===== src/rtl/rv32_pkg.sv =====
// Shared RV32 front-end definitions: reset/NOP constants, fetch FSM encodings,
// opcode constants common to the fetch and branch units, and target alignment.
package rv32_pkg;

  localparam logic [31:0] RESET_PC_DEFAULT  = 32'h0000_0000;
  localparam logic [31:0] NOP_INSTR_DEFAULT = 32'h0000_0013;

  localparam logic [6:0] OPC_BRANCH = 7'b110_0011;
  localparam logic [6:0] OPC_JAL    = 7'b110_1111;
  localparam logic [6:0] OPC_JALR   = 7'b110_0111;

  typedef enum logic [1:0] {
    FS_BOOT = 2'd0,
    FS_RUN  = 2'd1,
    FS_HOLD = 2'd2
  } fetch_state_e;

  // JALR-style LSB clear, applied to every redirect target.
  function automatic logic [31:0] align_target(input logic [31:0] target);
    return target & 32'hFFFF_FFFE;
  endfunction

endpackage


===== src/rtl/pc_next_sel.sv =====
// Next-PC selection: trap > taken branch > pc+4, with target alignment and
// detection of taken branches whose aligned target is not word aligned.
module pc_next_sel
  import rv32_pkg::*;
(
  input  logic [31:0] pc,
  input  logic        branch_taken,
  input  logic [31:0] branch_target,
  input  logic        trap_taken,
  input  logic [31:0] trap_addr,
  output logic [31:0] pc_plus_4,
  output logic [31:0] next_pc,
  output logic [31:0] redirect_addr,
  output logic        redirect,
  output logic        misaligned
);

  logic [31:0] br_eff;
  logic [31:0] trap_eff;
  logic        br_ok;

  always_comb begin
    br_eff        = align_target(branch_target);
    trap_eff      = align_target(trap_addr);
    pc_plus_4     = pc + 32'd4;
    // A misaligned branch does not redirect; a trap overrides it entirely.
    br_ok         = branch_taken && !br_eff[1];
    misaligned    = branch_taken && !trap_taken && br_eff[1];
    redirect      = trap_taken || br_ok;
    redirect_addr = trap_taken ? trap_eff : br_eff;
    next_pc       = redirect ? redirect_addr : pc_plus_4;
  end

endmodule


===== src/rtl/pc_fetch_unit.sv =====
// PC register and fetch stage: owns the PC, drives instruction memory, registers
// the returned instruction and kills the wrong-path slot on every redirect.
module pc_fetch_unit
  import rv32_pkg::*;
#(
  parameter logic [31:0] RESET_PC  = RESET_PC_DEFAULT,
  parameter logic [31:0] NOP_INSTR = NOP_INSTR_DEFAULT
) (
  input  logic        clk_in,
  input  logic        rst_in,
  input  logic        ready_in,
  input  logic        branch_taken_in,
  input  logic [31:0] branch_target_in,
  input  logic        trap_taken_in,
  input  logic [31:0] trap_addr_in,
  input  logic [31:0] imem_rdata_in,
  output logic [31:0] imem_addr_out,
  output logic [31:0] pc_out,
  output logic [31:0] pc_plus_4_out,
  output logic [31:0] instr_out,
  output logic        instr_valid_out,
  output logic        misaligned_instr_out
);

  fetch_state_e state, state_nxt;

  logic [31:0] pc_p0, pc_nxt;
  logic [31:0] pend_p0, pend_nxt;
  logic [31:0] instr_p1, instr_nxt;
  logic        vld_p1, vld_nxt;
  logic        mis_p1, mis_nxt;

  logic [31:0] sel_pc_plus_4;
  logic [31:0] sel_next_pc;
  logic [31:0] sel_redirect_addr;
  logic        sel_redirect;
  logic        sel_misaligned;
  logic [31:0] trap_eff;
  logic [31:0] hold_target;

  pc_next_sel u_pc_next_sel (
    .pc            (pc_p0),
    .branch_taken  (branch_taken_in),
    .branch_target (branch_target_in),
    .trap_taken    (trap_taken_in),
    .trap_addr     (trap_addr_in),
    .pc_plus_4     (sel_pc_plus_4),
    .next_pc       (sel_next_pc),
    .redirect_addr (sel_redirect_addr),
    .redirect      (sel_redirect),
    .misaligned    (sel_misaligned)
  );

  always_comb begin
    state_nxt   = state;
    pc_nxt      = pc_p0;
    pend_nxt    = pend_p0;
    instr_nxt   = instr_p1;
    vld_nxt     = vld_p1;
    mis_nxt     = 1'b0;
    trap_eff    = align_target(trap_addr_in);
    // A trap arriving while held replaces the parked redirect; branches are wrong-path.
    hold_target = trap_taken_in ? trap_eff : pend_p0;

    unique case (state)
      FS_BOOT, FS_RUN: begin
        if (ready_in) begin
          pc_nxt    = sel_next_pc;
          instr_nxt = sel_redirect ? NOP_INSTR : imem_rdata_in;
          vld_nxt   = !sel_redirect;
          mis_nxt   = sel_misaligned;
          state_nxt = FS_RUN;
        end else if (sel_redirect) begin
          pend_nxt  = sel_redirect_addr;
          state_nxt = FS_HOLD;
        end
      end
      FS_HOLD: begin
        if (ready_in) begin
          pc_nxt    = hold_target;
          instr_nxt = NOP_INSTR;
          vld_nxt   = 1'b0;
          state_nxt = FS_RUN;
        end else begin
          pend_nxt  = hold_target;
        end
      end
      default: state_nxt = FS_BOOT;
    endcase
  end

  // Stage boundary: PC / pending redirect (p0) and decode-side instruction (p1).
  always_ff @(posedge clk_in or posedge rst_in) begin
    if (rst_in) begin
      state    <= FS_BOOT;
      pc_p0    <= RESET_PC;
      pend_p0  <= RESET_PC;
      instr_p1 <= NOP_INSTR;
      vld_p1   <= 1'b0;
      mis_p1   <= 1'b0;
    end else begin
      state    <= state_nxt;
      pc_p0    <= pc_nxt;
      pend_p0  <= pend_nxt;
      instr_p1 <= instr_nxt;
      vld_p1   <= vld_nxt;
      mis_p1   <= mis_nxt;
    end
  end

  assign pc_out               = pc_p0;
  assign imem_addr_out        = pc_p0;
  assign pc_plus_4_out        = sel_pc_plus_4;
  assign instr_out            = instr_p1;
  assign instr_valid_out      = vld_p1;
  assign misaligned_instr_out = mis_p1;

endmodule

===== config.mk =====
export PLATFORM = sky130hd
export DESIGN_NAME = pc_fetch_unit
export DESIGN_NICKNAME = d
export VERILOG_FILES = /design/src/rtl/rv32_pkg.sv /design/src/rtl/pc_next_sel.sv /design/src/rtl/pc_fetch_unit.sv
export SDC_FILE = /design/constraint.sdc
export NUM_CORES = 1
export LEC_CHECK = 0
export BUFFER_PORTS_ARGS = -buffer_cell sky130_fd_sc_hd__buf_2
export CORE_AREA = 2 2 101 142
export DETAILED_ROUTE_END_ITERATION = 10
export DIE_AREA = 0 0 103 144
export GPL_TIMING_DRIVEN = 0
export PLACE_DENSITY = 0.76
export SYNTH_ARGS = -nofsm -noshare
export SYNTH_HDL_FRONTEND = slang
export SYNTH_SLANG_ARGS = --single-unit

===== constraint.sdc =====
create_clock -name clk_in -period 2.9 [get_ports clk_in]
set_input_delay 0.29 -clock clk_in [delete_from_list [all_inputs] [get_ports clk_in]]
set_output_delay 0.29 -clock clk_in [all_outputs]
set_load 0.01 [all_outputs]

==> results.md, run 1 <==
- Status: complete, but fails checks
- Failing checks: negative hold slack
- CTS sink cnt: 100
- Nets: 997
- Critical path arrival: about 2.4 ns
- Core region area: 13660 um2
- Combinational share of power: 0.354
- Ys Warns: 0
- Seq/Total Area, Yosys: 0.4163
- First-pass GRT wire length: approximately 33000 um
- Io pins: 231
- Worst Setup SP: imem_addr_out[2]
- Layout Skew: 0.009454 ns
- Max stage delay on crit path: 0.58 ns
- Post-Route WL: roughly 22000 um
- Post-Syn Area per Cell: slightly above 9 um2
- Startpoint class of the critical path: register
- Worst min-delay path class: primary input to async pin
- # setup viols final: 0
- Top cell type by total area after synthesis: dfrtp_1
- Worst-path cell chain: ha_1, nand3_2, nor4_4, nand4_1, xnor2_1, buf_2
- Fin crit period: 2.716 ns
- Drt via density: 6.037
- Top cells by area, synth: dfrtp_1 40%, a22o_1 4.5%, buf_4 4.4%, o22ai_1 3.7%, a21oi_1 3.7%
- Top cell type's share of synthesized area: 0.4032
- GRT overflow: 0
- Worst-Margin Slew: 1.039 ns
- # DRC: 0
- Largest net degree at the start of global routing: 44
- WL per Instance: 20.42 um
- Die Y: roughly 140 um
- Area Growth Syn to Fin: 28.41%
- Number of global-route vias before repair: 6188
- CTS root buffer: clkbuf_16
- Clock power frac: 0.250
- CTS buffer count: 9
- Final ANT Viol Nets: 0
- Post-Syn Instances: 654
- Setup_tns: 0 ns
- Routability-driven placement congestion ratio: 0.9117
- Final slew viol count: 0
- Sequential share of power: 0.396
- Switching Share: 0.3848
- Layout cells sized above 1: 0.3478
- Post-synthesis cell type count: 69
- Pre-CTS setup slack: roughly 0.44 ns
- CTS tree: built
- MaxCap Viol Count: 0
- Slowest cell on crit path: nor4_4
- Postcts setup bufs: 0
- Post-cts hold buffer count: 0
- Crit path kind: register to primary output
- Slew HR: 0.3056
- Initial Utilization: 0.4408
- CP top delay family: simple AND/OR/NAND/NOR gates
- FF+latch count, synth: 100
- Mapped Nets: 756
- Fin worst setup slack: around 0.18 ns
- Async SR Flop Fraction: 1.000
- Post-synth top flop: dfrtp_1
- Syn Std Cell Area: 6020 um2
- EDFF count, synth: 0
- Most frequent cell after synthesis: dfrtp_1
- Top cells by count, synth: 97 x dfrtp_1, 53 x nand2_1, 44 x a21oi_1
- Hold Vio Cnt, Final: 3
- Drt first pass iters: 6
- Crit share post-route: 0.9365
- Clk_lat worst skew: 0.35 ns
- Initial antenna violation count: 2
- Achievable Freq: 368.2 MHz
- CP Max Fanout: 8
- RSZ-0062 raised after global routing: no
- Hpwl dp: about 16000 um
- Die Wd: 103 um
- Routed via count: 6556
- H-tree depth: 3
- WP depth: 6
- Int Power: approximately 3000 uW
- Post-CTS Resized: 0
- Critical path data required time: 2.61 ns
- Buf/Inv on CP: 1
- Worst hold margin: -0.006568 ns
- Die ar.: 14830 um2
- Reg-to-Reg Start: state[1]
- Crit end category: primary output
- Worst r2r path cells: 6
- Cell row count: 51
- Peak supply drop: 0.3182 mV
- Starting DRC count in detailed routing: 739
- Clock Pin Slew Worst Setup and Hold Paths: 0.08 ns
- NetSw: 1881 uW
- Port Buffers: about 230
- Clock Path Buffers: 2
- Total GRT Usage: 0.2922
- LEAKAGE: 0.003678 uW
- Power density over cell area: ~630 nW/um2
-- placed cells by master, fill, tap and decap left out, types with 3 or more instances in the layout --
cell       netlist  final
a21boi_0         4      4
a211oi_1         5      5
and4_1           3      3
o22ai_1         36     36
xnor2_1         20     20
a22oi_1         13     13
nor2b_1          5      5
dfstp_2          3      3
a22o_1          31     31
buf_1            8      8
o211ai_1         4      4
a31oi_1         11     11
inv_1           11     10
nand2b_1         5      5
o21ai_1          3      3
xor2_1           8      8
clkbuf_16        0      9
nand3_1         19     19
and3_1           7      7
a21oi_1         44     44
and2_1           4      4
nor3_1          11     11
o221ai_1         8      8
nand2_1         53     53
dfrtp_1         97     97
o31ai_1          4      4
o21ai_0         43     43
nand4_2          3      3
clkbuf_1        27     27
o22a_1           4      4
mux2i_1         16     16
nand4_1          7      7
or3_1            3      3
a221o_1          3      3
nor2_1          38     38
buf_2           12    240
buf_4           35     35
o32a_1           5      5
clkinv_4         0      3
-- cell families after synthesis --
family / Yosys count / synth area share
xor+xnor: 28 / 0.04074
buf+inv: 94 / 0.08418
flops: 100 / 0.4163
compound gates: 241 / 0.2729
mux: 17 / 0.02848
fa+ha+maj: 1 / 0.002078
simple gates: 173 / 0.1553
-- power groups by stage --
stage	Clock, uW	Combinational [uW]	Sequential (uW)
finish	1220	1730	1940
global route	1280	1880	1970
CTS	1220	1720	1930
detailed placement	0	1710	1950
global placement	0	1670	1940
floorplan	0	978	1950
-- sequential cells by signal, indices dropped and copies added (netlist names) --
signal / cells
imem_addr_out: 32
instr_out: 32
pend_p0: 32
state: 2
instr_valid_out: 1
misaligned_instr_out: 1
-- worst reg2reg max path, delay by kind of cell (launching register included) --
| family | cells | cell delay (ns) |
|---|---|---|
| buffers and inverters | 3 | 1.32 |
| AOI/OAI and AO/OA | 2 | 0.57 |
| DFF | 1 | 0.36 |
| and+or+nand+nor | 1 | 0.12 |
-- metal layers --
| layer | global-route usage | share of wire | vias to the layer above |
|---|---|---|---|
| met2 | 0.4815 | 0.49 | 454 |
| met1 | 0.3581 | 0.37 | 3102 |
| met5 | 0 | 0.00059 | - |
| met3 | 0.06332 | 0.10 | 82 |
| met4 | 0.1454 | 0.046 | 2 |
| li1 | - | - | 2916 |
-- stage by stage --
stage	std cells	power, uW	utilization	area (um2)
floorplan	654	2931	-	6023
global placement	1067	3615	0.5416	7396
detailed placement	1069	3660	0.5445	7436
CTS	1085	4865	0.5659	7727
global route	1086	5129	0.5661	7730
finish	1086	4890	0.5661	7730
-- final timing paths --
kind,slack (ns),to
worst max-delay path,0.18,pc_plus_4_out[20]
worst max register to register,0.45,imem_addr_out[24]
max in group asynchronous,2.30,pend_p0[17]
worst min-delay path,-0.007,pend_p0[2]
min in group clk_in,0.15,instr_out[25]
worst min register to register,0.49,instr_valid_out
-- cell type report --
class | count | area [um2]
Antenna cell | 1 | 2.502
Buffer | 83 | 465.4
Clock buffer | 9 | 225.2
Clock inverter | 7 | 66.31
Fill cell | 1308 | 5926
Inverter | 11 | 45.04
Multi-Input combinational cell | 460 | 3007
Sequential cell | 100 | 2506
Tap cell | 185 | 231.5
Timing Repair Buffer | 230 | 1181
Power figures use the tool's default switching activity.
==> inputs of run 2 (changes only) <==
MAX_ROUTING_LAYER = met4   (was not set)
==> results.md, run 2 (synthesis results as in run 1) <==
- MaxCap Viol Count: 0
- Drt via density: 6.075
- Core region area: 13660 um2
- LEAKAGE: roughly 0.0037 uW
- Port Buffers: 228
- CP top delay family: simple AND/OR/NAND/NOR gates
- Post-Route WL: 22140 um
- Worst min-delay path class: primary input to async pin
- Max stage delay on crit path: about 0.58 ns
- Power density over cell area: 632.3 nW/um2
- Clk_lat worst skew: 0.35 ns
- First-pass GRT wire length: 33140 um
- Postcts setup bufs: 0
- Largest net degree at the start of global routing: 44
- Clock Path Buffers: 2
- WL per Instance: 20.37 um
- Initial antenna violation count: 2
- Layout cells sized above 1: 0.3478
- Layout Skew: 0.01059 ns
- Startpoint class of the critical path: register
- Nets: 997
- Status: complete, but fails checks
- Total power: 4889 uW
- Die Wd: 103 um
- Slowest cell on crit path: nor4_4
- Worst-path cell chain: ha_1, nand3_2, nor4_4, nand4_1, xnor2_1, buf_2
- Fin crit period: 2.716 ns
- Total GRT Usage: 0.3003
- Most common cell after layout, fill and taps aside: buf_2
- Crit path kind: register to primary output
- # DRC: 0
- Clock Pin Slew Worst Setup and Hold Paths: 0.08 ns
- Crit share post-route: 0.9366
- Critical path data required time: 2.61 ns
- CTS buffer count: 9
- Starting DRC count in detailed routing: 762
- Post-CTS Resized: 0
- Worst-Margin Slew: 1.039 ns
- # setup viols final: 0
- Final slew viol count: 0
- Worst hold margin: -0.004797 ns
- CTS tree: built
- Peak supply drop: 0.3162 mV
- Drt first pass iters: 6
- Final ANT Viol Nets: 0
- Die Y: 144 um
- Io pins: 231
- RSZ-0062 raised after global routing: no
- Routability-driven placement congestion ratio: 0.9275
- H-tree depth: 3
- Most frequent cells in the layout: 240 x buf_2, 97 x dfrtp_1, 53 x nand2_1, 44 x a21oi_1, 43 x o21ai_0
- CP Max Fanout: 8
- Routed via count: between 6000 and 7000
- Hpwl dp: between 15000 and 20000 um
- Buf/Inv on CP: 1
- Critical path arrival: 2.43 ns
- Post-cts hold buffer count: 0
- Area Growth Syn to Fin: 28.46%
- CTS sink cnt: 100
- Number of global-route vias before repair: 6192
- Initial Utilization: 0.4408
- Slew HR: 0.3057
- Crit end category: primary output
- Cell row count: a little over 50
- Achievable Freq: 368.2 MHz
- Fin util: 0.5662
- CTS root buffer: clkbuf_16
- Die ar.: 14830 um2
- Failing checks: negative hold slack
- GRT overflow: 0
- Setup_tns: 0 ns
- Hold Vio Cnt, Final: 5
-- run 2: cell count changes in the layout (fill, tap and decap cells not counted), sizes merged --
cell   before  now
diode       1    2
-- run 2: where the power goes --
part / leakage, uW / internal (uW) / switching [uW]
sequential: 0.00122 / 1630 / 305
combinational: 0.00231 / 769 / 960
clock: 0.000144 / 607 / 616
-- run 2: worst paths after layout --
check	start	to	slack, ns	cells after the start
setup / recovery	imem_addr_out[2]	pc_plus_4_out[20]	0.18	6
hold / removal	rst_in	pend_p0[2]	-0.005	2
setup reg to reg	state[1]	imem_addr_out[24]	0.45	6
hold reg to reg	instr_valid_out	instr_valid_out	0.49	2
max in group asynchronous	rst_in	pend_p0[17]	2.30	3
min in group clk_in	imem_rdata_in[0]	instr_out[0]	0.15	2
-- run 2: area by class of cell --
| cell class | instances | area (um2) |
|---|---|---|
| multi-input cells | 460 | 3007 |
| clock inverters | 7 | 66.31 |
| plain buffers | 83 | 465.4 |
| repair buffers | 230 | 1181 |
| inverters | 11 | 45.04 |
| well taps | 185 | 231.5 |
| clock buffers | 9 | 225.2 |
| diodes | 2 | 5.005 |
| fillers | 1307 | 5923 |
| flip-flops and latches | 100 | 2506 |
-- run 2: metal layers --
layer  wire length (um)  global-route usage
met5                  0                   -
met4                942              0.1440
met3               2352             0.05752
met2              10810              0.4836
met1               8041              0.3600
-- run 2: metrics by stage --
stage / setup WS, ns / instances / cell area [um2]
3_5_place_dp: 0.4438 / 1069 / 7436
3_3_place_gp: 0.4533 / 1067 / 7396
4_1_cts: 0.1987 / 1085 / 7727
5_1_grt: 0.02843 / 1087 / 7732
2_1_floorplan: 0.8597 / 654 / 6023
6_report: 0.1838 / 1087 / 7732
